`src/rtl/video_pattern_generator.sv`:
```
// Raster timing and test-pattern source: porch/sync timing, selectable background
// patterns and a bouncing square overlay, all outputs registered and aligned.
module video_pattern_generator #(
  parameter int unsigned NumColActive = 640,
  parameter int unsigned HFrontPorch  = 16,
  parameter int unsigned HSyncLen     = 96,
  parameter int unsigned HBackPorch   = 48,
  parameter int unsigned NumRowActive = 480,
  parameter int unsigned VFrontPorch  = 10,
  parameter int unsigned VSyncLen     = 2,
  parameter int unsigned VBackPorch   = 33,
  parameter logic        HSyncPol     = 1'b0,
  parameter logic        VSyncPol     = 1'b0,
  parameter int unsigned PixWidth     = 4,
  parameter int unsigned SquareSize   = 32,
  parameter int unsigned SquareStep   = 2,
  parameter int unsigned BarShift     = 7,
  parameter int unsigned CheckShift   = 4
) (
  input  logic                clk_i,
  input  logic                rst_i,
  input  logic                ce_i,
  input  logic [1:0]          mode_i,
  input  logic                sq_en_i,
  output logic                de_o,
  output logic                hsync_o,
  output logic                vsync_o,
  output logic [PixWidth-1:0] pix_o,
  output logic                sof_o,
  output logic [15:0]         frame_o
);

  localparam int unsigned ColTotal = NumColActive + HFrontPorch + HSyncLen + HBackPorch;
  localparam int unsigned RowTotal = NumRowActive + VFrontPorch + VSyncLen + VBackPorch;
  localparam int unsigned ColW     = $clog2(ColTotal);
  localparam int unsigned RowW     = $clog2(RowTotal);
  localparam int unsigned XMax     = NumColActive - SquareSize;
  localparam int unsigned YMax     = NumRowActive - SquareSize;
  localparam int unsigned HsStart  = NumColActive + HFrontPorch;
  localparam int unsigned VsStart  = NumRowActive + VFrontPorch;

  logic [ColW-1:0]     col_q, col_d, sx_q, sx_d;
  logic [RowW-1:0]     row_q, row_d, sy_q, sy_d;
  logic                dirx_q, dirx_d, diry_q, diry_d;
  logic [1:0]          mode_q, mode_d;
  logic                sq_en_q, sq_en_d;
  logic [15:0]         frame_q, frame_d;
  logic                de_q, de_d, hs_q, hs_d, vs_q, vs_d, sof_q, sof_d;
  logic [PixWidth-1:0] pix_q, pix_d;

  logic [31:0] col_w, row_w, sx_w, sy_w;
  logic        col_last, row_last, frame_end, active, in_sq;

  always_comb begin
    col_w     = 32'(col_q);
    row_w     = 32'(row_q);
    sx_w      = 32'(sx_q);
    sy_w      = 32'(sy_q);
    col_last  = (col_w == ColTotal - 1);
    row_last  = (row_w == RowTotal - 1);
    frame_end = col_last && row_last;

    col_d   = col_last ? '0 : col_q + 1'b1;
    row_d   = row_q;
    if (col_last) row_d = row_last ? '0 : row_q + 1'b1;

    sx_d    = sx_q;
    sy_d    = sy_q;
    dirx_d  = dirx_q;
    diry_d  = diry_q;
    mode_d  = mode_q;
    sq_en_d = sq_en_q;
    frame_d = frame_q;
    if (frame_end) begin
      mode_d  = mode_i;
      sq_en_d = sq_en_i;
      frame_d = frame_q + 16'd1;
      // Each axis clamps at its limit and reverses on the same frame.
      if (!dirx_q) begin
        if (sx_w + SquareStep >= XMax) begin
          sx_d   = ColW'(XMax);
          dirx_d = 1'b1;
        end else begin
          sx_d = ColW'(sx_w + SquareStep);
        end
      end else if (sx_w <= SquareStep) begin
        sx_d   = '0;
        dirx_d = 1'b0;
      end else begin
        sx_d = ColW'(sx_w - SquareStep);
      end
      if (!diry_q) begin
        if (sy_w + SquareStep >= YMax) begin
          sy_d   = RowW'(YMax);
          diry_d = 1'b1;
        end else begin
          sy_d = RowW'(sy_w + SquareStep);
        end
      end else if (sy_w <= SquareStep) begin
        sy_d   = '0;
        diry_d = 1'b0;
      end else begin
        sy_d = RowW'(sy_w - SquareStep);
      end
    end

    active = (col_w < NumColActive) && (row_w < NumRowActive);
    in_sq  = (col_w >= sx_w) && (col_w < sx_w + SquareSize) &&
             (row_w >= sy_w) && (row_w < sy_w + SquareSize);
    de_d   = active;
    hs_d   = ((col_w >= HsStart) && (col_w < HsStart + HSyncLen)) ? HSyncPol : ~HSyncPol;
    vs_d   = ((row_w >= VsStart) && (row_w < VsStart + VSyncLen)) ? VSyncPol : ~VSyncPol;
    sof_d  = (col_w == 0) && (row_w == 0);

    pix_d = '0;
    unique case (mode_q)
      2'd0: pix_d = PixWidth'(col_w >> BarShift);
      2'd1: pix_d = {PixWidth{col_w[CheckShift] ^ row_w[CheckShift]}};
      2'd2: pix_d = {PixWidth{|(col_w & row_w)}};
      default: pix_d = '0;
    endcase
    if (sq_en_q && in_sq) pix_d = '1;
    if (!active)          pix_d = '0;
  end

  always_ff @(posedge clk_i) begin
    if (rst_i) begin
      col_q   <= '0;
      row_q   <= '0;
      sx_q    <= '0;
      sy_q    <= '0;
      dirx_q  <= 1'b0;
      diry_q  <= 1'b0;
      mode_q  <= '0;
      sq_en_q <= 1'b0;
      frame_q <= '0;
      de_q    <= 1'b0;
      hs_q    <= ~HSyncPol;
      vs_q    <= ~VSyncPol;
      sof_q   <= 1'b0;
      pix_q   <= '0;
    end else if (ce_i) begin
      col_q   <= col_d;
      row_q   <= row_d;
      sx_q    <= sx_d;
      sy_q    <= sy_d;
      dirx_q  <= dirx_d;
      diry_q  <= diry_d;
      mode_q  <= mode_d;
      sq_en_q <= sq_en_d;
      frame_q <= frame_d;
      de_q    <= de_d;
      hs_q    <= hs_d;
      vs_q    <= vs_d;
      sof_q   <= sof_d;
      pix_q   <= pix_d;
    end
  end

  assign de_o    = de_q;
  assign hsync_o = hs_q;
  assign vsync_o = vs_q;
  assign sof_o   = sof_q;
  assign pix_o   = pix_q;
  assign frame_o = frame_q;

endmodule
```
`config.mk`:
```
export PLATFORM = sky130hd
export DESIGN_NAME = video_pattern_generator
export DESIGN_NICKNAME = d
export VERILOG_FILES = /design/src/rtl/video_pattern_generator.sv
export SDC_FILE = /design/constraint.sdc
export NUM_CORES = 1
export LEC_CHECK = 0
export BUFFER_PORTS_ARGS = -buffer_cell sky130_fd_sc_hd__buf_2
export CAP_MARGIN = 20
export CORE_UTILIZATION = 66
export DETAILED_ROUTE_END_ITERATION = 10
export PLACE_DENSITY = 0.95
export RECOVER_POWER = 25
export SYNTH_ARGS = -nofsm -noshare
export SYNTH_HDL_FRONTEND = slang
export SYNTH_SLANG_ARGS = --single-unit
```
`constraint.sdc`:
```
create_clock -name clk_i -period 7.6 [get_ports clk_i]
set_input_delay 0.76 -clock clk_i [delete_from_list [all_inputs] [get_ports clk_i]]
set_output_delay 0.76 -clock clk_i [all_outputs]
set_load 0.02 [all_outputs]
```
Yosys cells after proc, flatten, opt, wreduce, memory -nomap -nowiden
Index checks and enable logic that the tools add are counted.
{ "word_totals": {"inputBits": 6, "elab_cells": 77, "ff_bits": 69} }
{ "classes": {"reduce_logical": 15, "eq_ne": 4, "n_bitwise": 2, "n_lt_le_gt_ge": 14, "mux": 19, "addsub": 9} }
{ "ops": {"columns": ["op", "count"], "rows": [
  ["2-to-1 mux 10 bit", 8],
  ["greater-or-equal comparator 32 x 10 -> 1 bit, second input constant", 1],
  ["greater-or-equal comparator 32 x 9 -> 1 bit, second input constant", 1],
  ["OR reduction 32 bit", 1],
  ["adder 10 x 2 -> 11 bit, second input constant", 2],
  ["adder 10 x 6 -> 11 bit, second input constant", 2],
  ["less-than comparator 10 x 11 -> 1 bit", 2],
  ["adder 10 x 1 -> 10 bit, second input constant", 2],
  ["== test 10 bit, second input constant", 2],
  ["greater-or-equal comparator 10 bit", 2],
  ["less-or-equal comparator 10 x 2 -> 1 bit, second input constant", 2],
  ["logical NOT 10 bit", 2],
  ["less-than comparator 10 bit, second input constant", 2],
  ["less-than comparator 10 x 9 -> 1 bit, second input constant", 2],
  ["subtractor 10 x 2 -> 10 bit, second input constant", 2],
  ["adder 16 x 1 -> 16 bit, second input constant", 1],
  ["case mux 4 bit (3 select lines)", 1],
  ["bitwise AND 10 bit", 1],
  ["greater-or-equal comparator 10 bit, second input constant", 1],
  ["greater-or-equal comparator 10 x 9 -> 1 bit, second input constant", 1],
  ["logical AND 1 bit", 9],
  ["2-to-1 mux 1 bit", 8],
  ["2-to-1 mux 4 bit", 2],
  ["AND reduction 2 bit", 2],
  ["other kinds (4)", 4]
]} }

Longest topological paths before layout
{ "depth": {"word_depth": 8, "ltp_mapped": 11} }

Least setup slack after synthesis
Ideal clock, no wire load.
{ "synth_timing": {"path_type": "register to register", "from": "register sy_q[6]", "to": "register pix_q[0] (netlist: pix_o[0])", "setup_time_ns": 0.095, "path_buffers": 1, "period_less_slack_ns": 2.469, "path_slack_ns": 5.131, "required_ns": 7.505, "stages_incl_launch_ff": 12, "arrival_time_ns": 2.374, "cell_sequence": "dfxtp_1 > clkbuf_1 > inv_1 > ha_1 > inv_1 > ha_1 > a211o_1 > a221oi_1 > o221ai_1 > a21oi_1 > nand3_1 > a221oi_1"} }
{ "synth_between": {"elab_chain_len": 6, "elab_cells_between_ends": 8, "cone_classes": "1 x add/sub; 2 x order compare; 2 x mux; 3 x reduce/logical"} }
{ "synth_rtl": {"columns": ["item", "line_no", "rtl"], "rows": [
  ["start, declared", "43", "logic [RowW-1:0] row_q, row_d, sy_q, sy_d;"],
  ["start signal, assigned", "146", "sy_q <= sy_d;"],
  ["adder 10 x 6 -> 11 bit or greater-or-equal comparator 10 bit (tied branches)", "109", "(row_w >= sy_w) && (row_w < sy_w + SquareSize);"],
  ["less-than comparator 10 x 11 -> 1 bit or logical AND 1 bit (tied branches)", "109, 108", null],
  ["logical AND 1 bit (*)", "109", null],
  ["logical AND 1 bit (*)", "122", "if (sq_en_q && in_sq) pix_d = '1;"],
  ["2-to-1 mux 4 bit (*)", "122", null],
  ["2-to-1 mux 4 bit (*)", "123", "if (!active) pix_d = '0;"],
  ["end signal, assigned", "156", "pix_q <= pix_d;"],
  ["end, declared", "49", "logic [PixWidth-1:0] pix_q, pix_d;"]
]} }
Every way passes the cells marked *; elsewhere a longest branch is shown, timed or not.
A chain may end at the register's enable or synchronous reset.

Worst setup path after layout
{ "layout_timing": {"from": "register sy_q[5]", "to": "register pix_q[1] (netlist: pix_o[1])"} }
The elaborated chain is that of the path after synthesis.

==> metrics.md <==
| Metric | Value |
|---|---|
| Clk Tree Root Cell | clkbuf_8 |
| Post-Place Cell Area | 4850 um2 |
| Yosys warnings | 0 |
| Hold Path Sink | de_o |
| Crit path max fanout | 16 |
| Setup violators final | 0 |
| Post CTS Setup Buffer Count | 0 |
| Syn_nets | between 600 and 700 |
| Area growth syn-to-layout | 7.38% |
| Status | finished with violations |
| Failing checks | max-capacitance violations, max-slew violations |
| Kind of start point of the critical path | flop |
| IO Pins | 30 |
| DRT antenna net count | 0 |
| Hold_buf cts | 0 |
| Worst hold path depth | 2 |
| Die Ht | 86.8 um |
| Yosys reg bits | 67 |
| Vias in the first global route | roughly 4500 |
| Clock-pin slew on the worst setup and hold paths | 0.07 ns |
| Fmax | 310 MHz |
| RSZ-0062 raised after global routing | false |
| Crit end category | flop |
| Die W | around 87 um |
| Pins Over Slew Limit | 52 |
| Fin area | slightly above 5000 um2 |
| Netlist cell types | 62 |
| Area of the core | 6870 um2 |
| Sequential area share after synthesis | 0.283 |
| Hold Fails Final Rpt | 0 |
| Tightest Pin Transition | approximately 2.4 ns |
| PwrDens | about 150 nW/um2 |
| Peak VDD IR | approximately 0.11 mV |
| Layout cells sized above 1 | 0.0581 |
| Worst Hold Launch | de_o |
| Leak | 1.81 nW |
| Clock sink count | 67 |
| # nets final | between 600 and 700 |
| Pre-antenna DRT Iters | 5 |
| DR iter-0 viols | 472 |
| Initial antenna violation count | 0 |
| Row count | 30 |
| Reg-to-reg startpoint | sy_q[5] |
| Global-route usage over all layers | 0.352 |
| Worst-skew pair later-pin latency | ~0.36 ns |
| First-pass GRT wire length | 20.9 mm |
| Total congestion overflow | 0 |
| Setup Skew | around 0.015 ns |
| RR Endpoint | pix_o[1] |
| Area of the multi-input gates | a little over 3000 um2 |
| Ys flop type | dfxtp_1 |
| DRC | 0 |
| Ys async rst share | 0 |
| CTS buffer count | 9 |
| DR vias/cell | 6.69 |
| Post-synth EDFFs | 0 |
| TNS Setup | 0 ns |
| # resized after CTS | 0 |
| Initial Utilization | 0.691 |
| FF-to-FF setup slack | 4.37 ns |
| CTS tree | built |
| Arr. time, crit path | 3.46 ns |
| Mapped cell area | roughly 4700 um2 |
| Part of the cycle the worst path needs | 0.425 |
| Filler cells | a little under 500 |
| PortBufs | 29 |
| Gpl congestion | between 0.8 and 0.9 |
| MaxCap Viol Count | 1 |
| Final Critical Period | ~3.2 ns |
| Hold crit path type | flop to flop |
| Max-Slew Margin vs Limit | -0.615 |
| Ant. Diodes | 0 |
| Register area | 1340 um2 |
| Total number of vias | between 4000 and 5000 |
| Required @ worst endpoint | around 7.8 ns |
| DP HPWL | ~8.4 mm |
| Deepest clock path buffer count | 2 |
| Largest net degree at the start of global routing | 52 |
| WL final | ~13 mm |
| Worst Reg-to-Reg Cells | 10 |
| Die area | 7530 um2 |
| Synth Area per Inst | 7.75 um2 |
| H-tree levels | 3 |
| Critical path type | flop to flop |
| Routed WL per cell | between 15 and 20 um |
| Syn Inst Count | about 610 |
[layer usage]
layer | share of wire | vias up | global-route usage
met3 | 0.087 | 56 | 0.0743
met5 | 0 | - | 0
met4 | 0.039 | 0 | 0.192
li1 | - | 2232 | -
met2 | 0.48 | 284 | 0.577
met1 | 0.40 | 2221 | 0.430
[registers in the layout, summed over array words and instances (netlist names), 2 cells and up]
| signal | count |
|---|---|
| frame_o | 16 |
| col_q | 10 |
| row_q | 10 |
| sx_q | 9 |
| sy_q | 9 |
| pix_o | 4 |
| mode_q | 2 |
[through the flow]
step | total power [mW] | cells | hold slack, ns | utilization | worst slack (ns)
floorplan | 0.379 | 612 | 0.436 | - | 5.13
global placement | 0.384 | 699 | 0.447 | 0.707 | 4.50
detailed placement | 0.385 | 699 | 0.457 | 0.707 | 4.36
CTS | 0.752 | 715 | 0.471 | 0.743 | 4.48
global route | 0.768 | 716 | 0.522 | 0.742 | 4.16
finish | 0.751 | 716 | 0.473 | 0.742 | 4.37
[how the worst max path moves through the flow]
| stage | from | slack [ns] | end | cells after the start |
|---|---|---|---|---|
| finish | sy_q[5] | 4.37 | pix_o[1] | 10 |
| global route | sy_q[5] | 4.16 | pix_o[1] | 10 |
| CTS | sy_q[5] | 4.48 | pix_o[1] | 10 |
| detailed placement | ce_i | 4.36 | sx_q[5] | 7 |
| global placement | ce_i | 4.50 | sx_q[5] | 7 |
| floorplan | sy_q[6] | 5.13 | pix_o[0] | 11 |
[critical path, cell delays in order, from the launching register on]
cell and delay, ns:
dfxtp_1 0.66, inv_1 0.22, ha_1 0.33, inv_1 0.04, ha_1 0.28, a211o_1 0.26, a221oi_1 0.32, o221ai_1 0.15
a21oi_1 0.36, nand3_1 0.22, a221oi_1 0.29
[area by class of cell]
class                           instances  area share
Tap cell                               96      0.0236
Timing Repair Buffer                   30      0.0270
Sequential cell                        67       0.263
Clock inverter                          6      0.0219
Multi-Input combinational cell        473       0.612
Clock buffer                           10      0.0270
Inverter                               34      0.0250
[synth_stat cells (4+ instances only)]
cell type,n,area (um2)
a211o_1,4,35.0
a211oi_1,7,52.6
a21oi_1,48,240
a221oi_1,5,43.8
a22oi_1,6,45.0
a31oi_1,7,43.8
and2_1,7,43.8
and3_1,12,75.1
and4_1,11,96.3
buf_2,8,40.0
clkbuf_1,28,105
dfxtp_1,67,1340
ha_1,44,551
inv_1,33,124
nand2_1,50,188
nand2b_1,4,25.0
nand3_1,23,115
nand4_1,22,138
nand4b_1,5,43.8
nor2_1,61,229
nor2b_1,4,25.0
nor3_1,16,80.1
nor4_1,5,31.3
o211ai_1,7,52.6
o21ai_0,37,185
or3_1,6,37.5
xnor2_1,22,193
xor2_1,16,140
[kinds of logic after synthesis]
group / share of synthesized area
AOI/OAI and AO/OA: 0.200
xor gates and xnor gates: 0.0701
DFF: 0.283
adders and majority gates: 0.116
muxes: 0.00633
and+or+nand+nor: 0.265
buffers and inverters: 0.0599
[where the power goes]
group	internal (mW)	total [mW]	switching [mW]
Clock	0.227	0.373	0.146
Combinational	0.00667	0.0221	0.0154
Sequential	0.353	0.356	0.00275
Total	0.587	0.751	0.164
[placed cells by master, fill, tap and decap left out, types with 4 or more instances in the layout]
cell type and instances:
dfxtp_1 67, nor2_1 61, nand2_1 50, a21oi_1 48, ha_1 44, o21ai_0 37, inv_1 33, nand3_1 23
xnor2_1 22, nand4_1 22, clkbuf_1 18, nor3_1 16, xor2_1 16, and3_1 12, and4_1 11, buf_2 11
clkbuf_8 10, a211oi_1 7, o211ai_1 7, and2_1 7, a31oi_1 7, a22oi_1 6, or3_1 6, nand4b_1 5
a221oi_1 5, nor4_1 5, a211o_1 4, nand2b_1 4, nor2b_1 4
(Power assumes the default switching activity.)
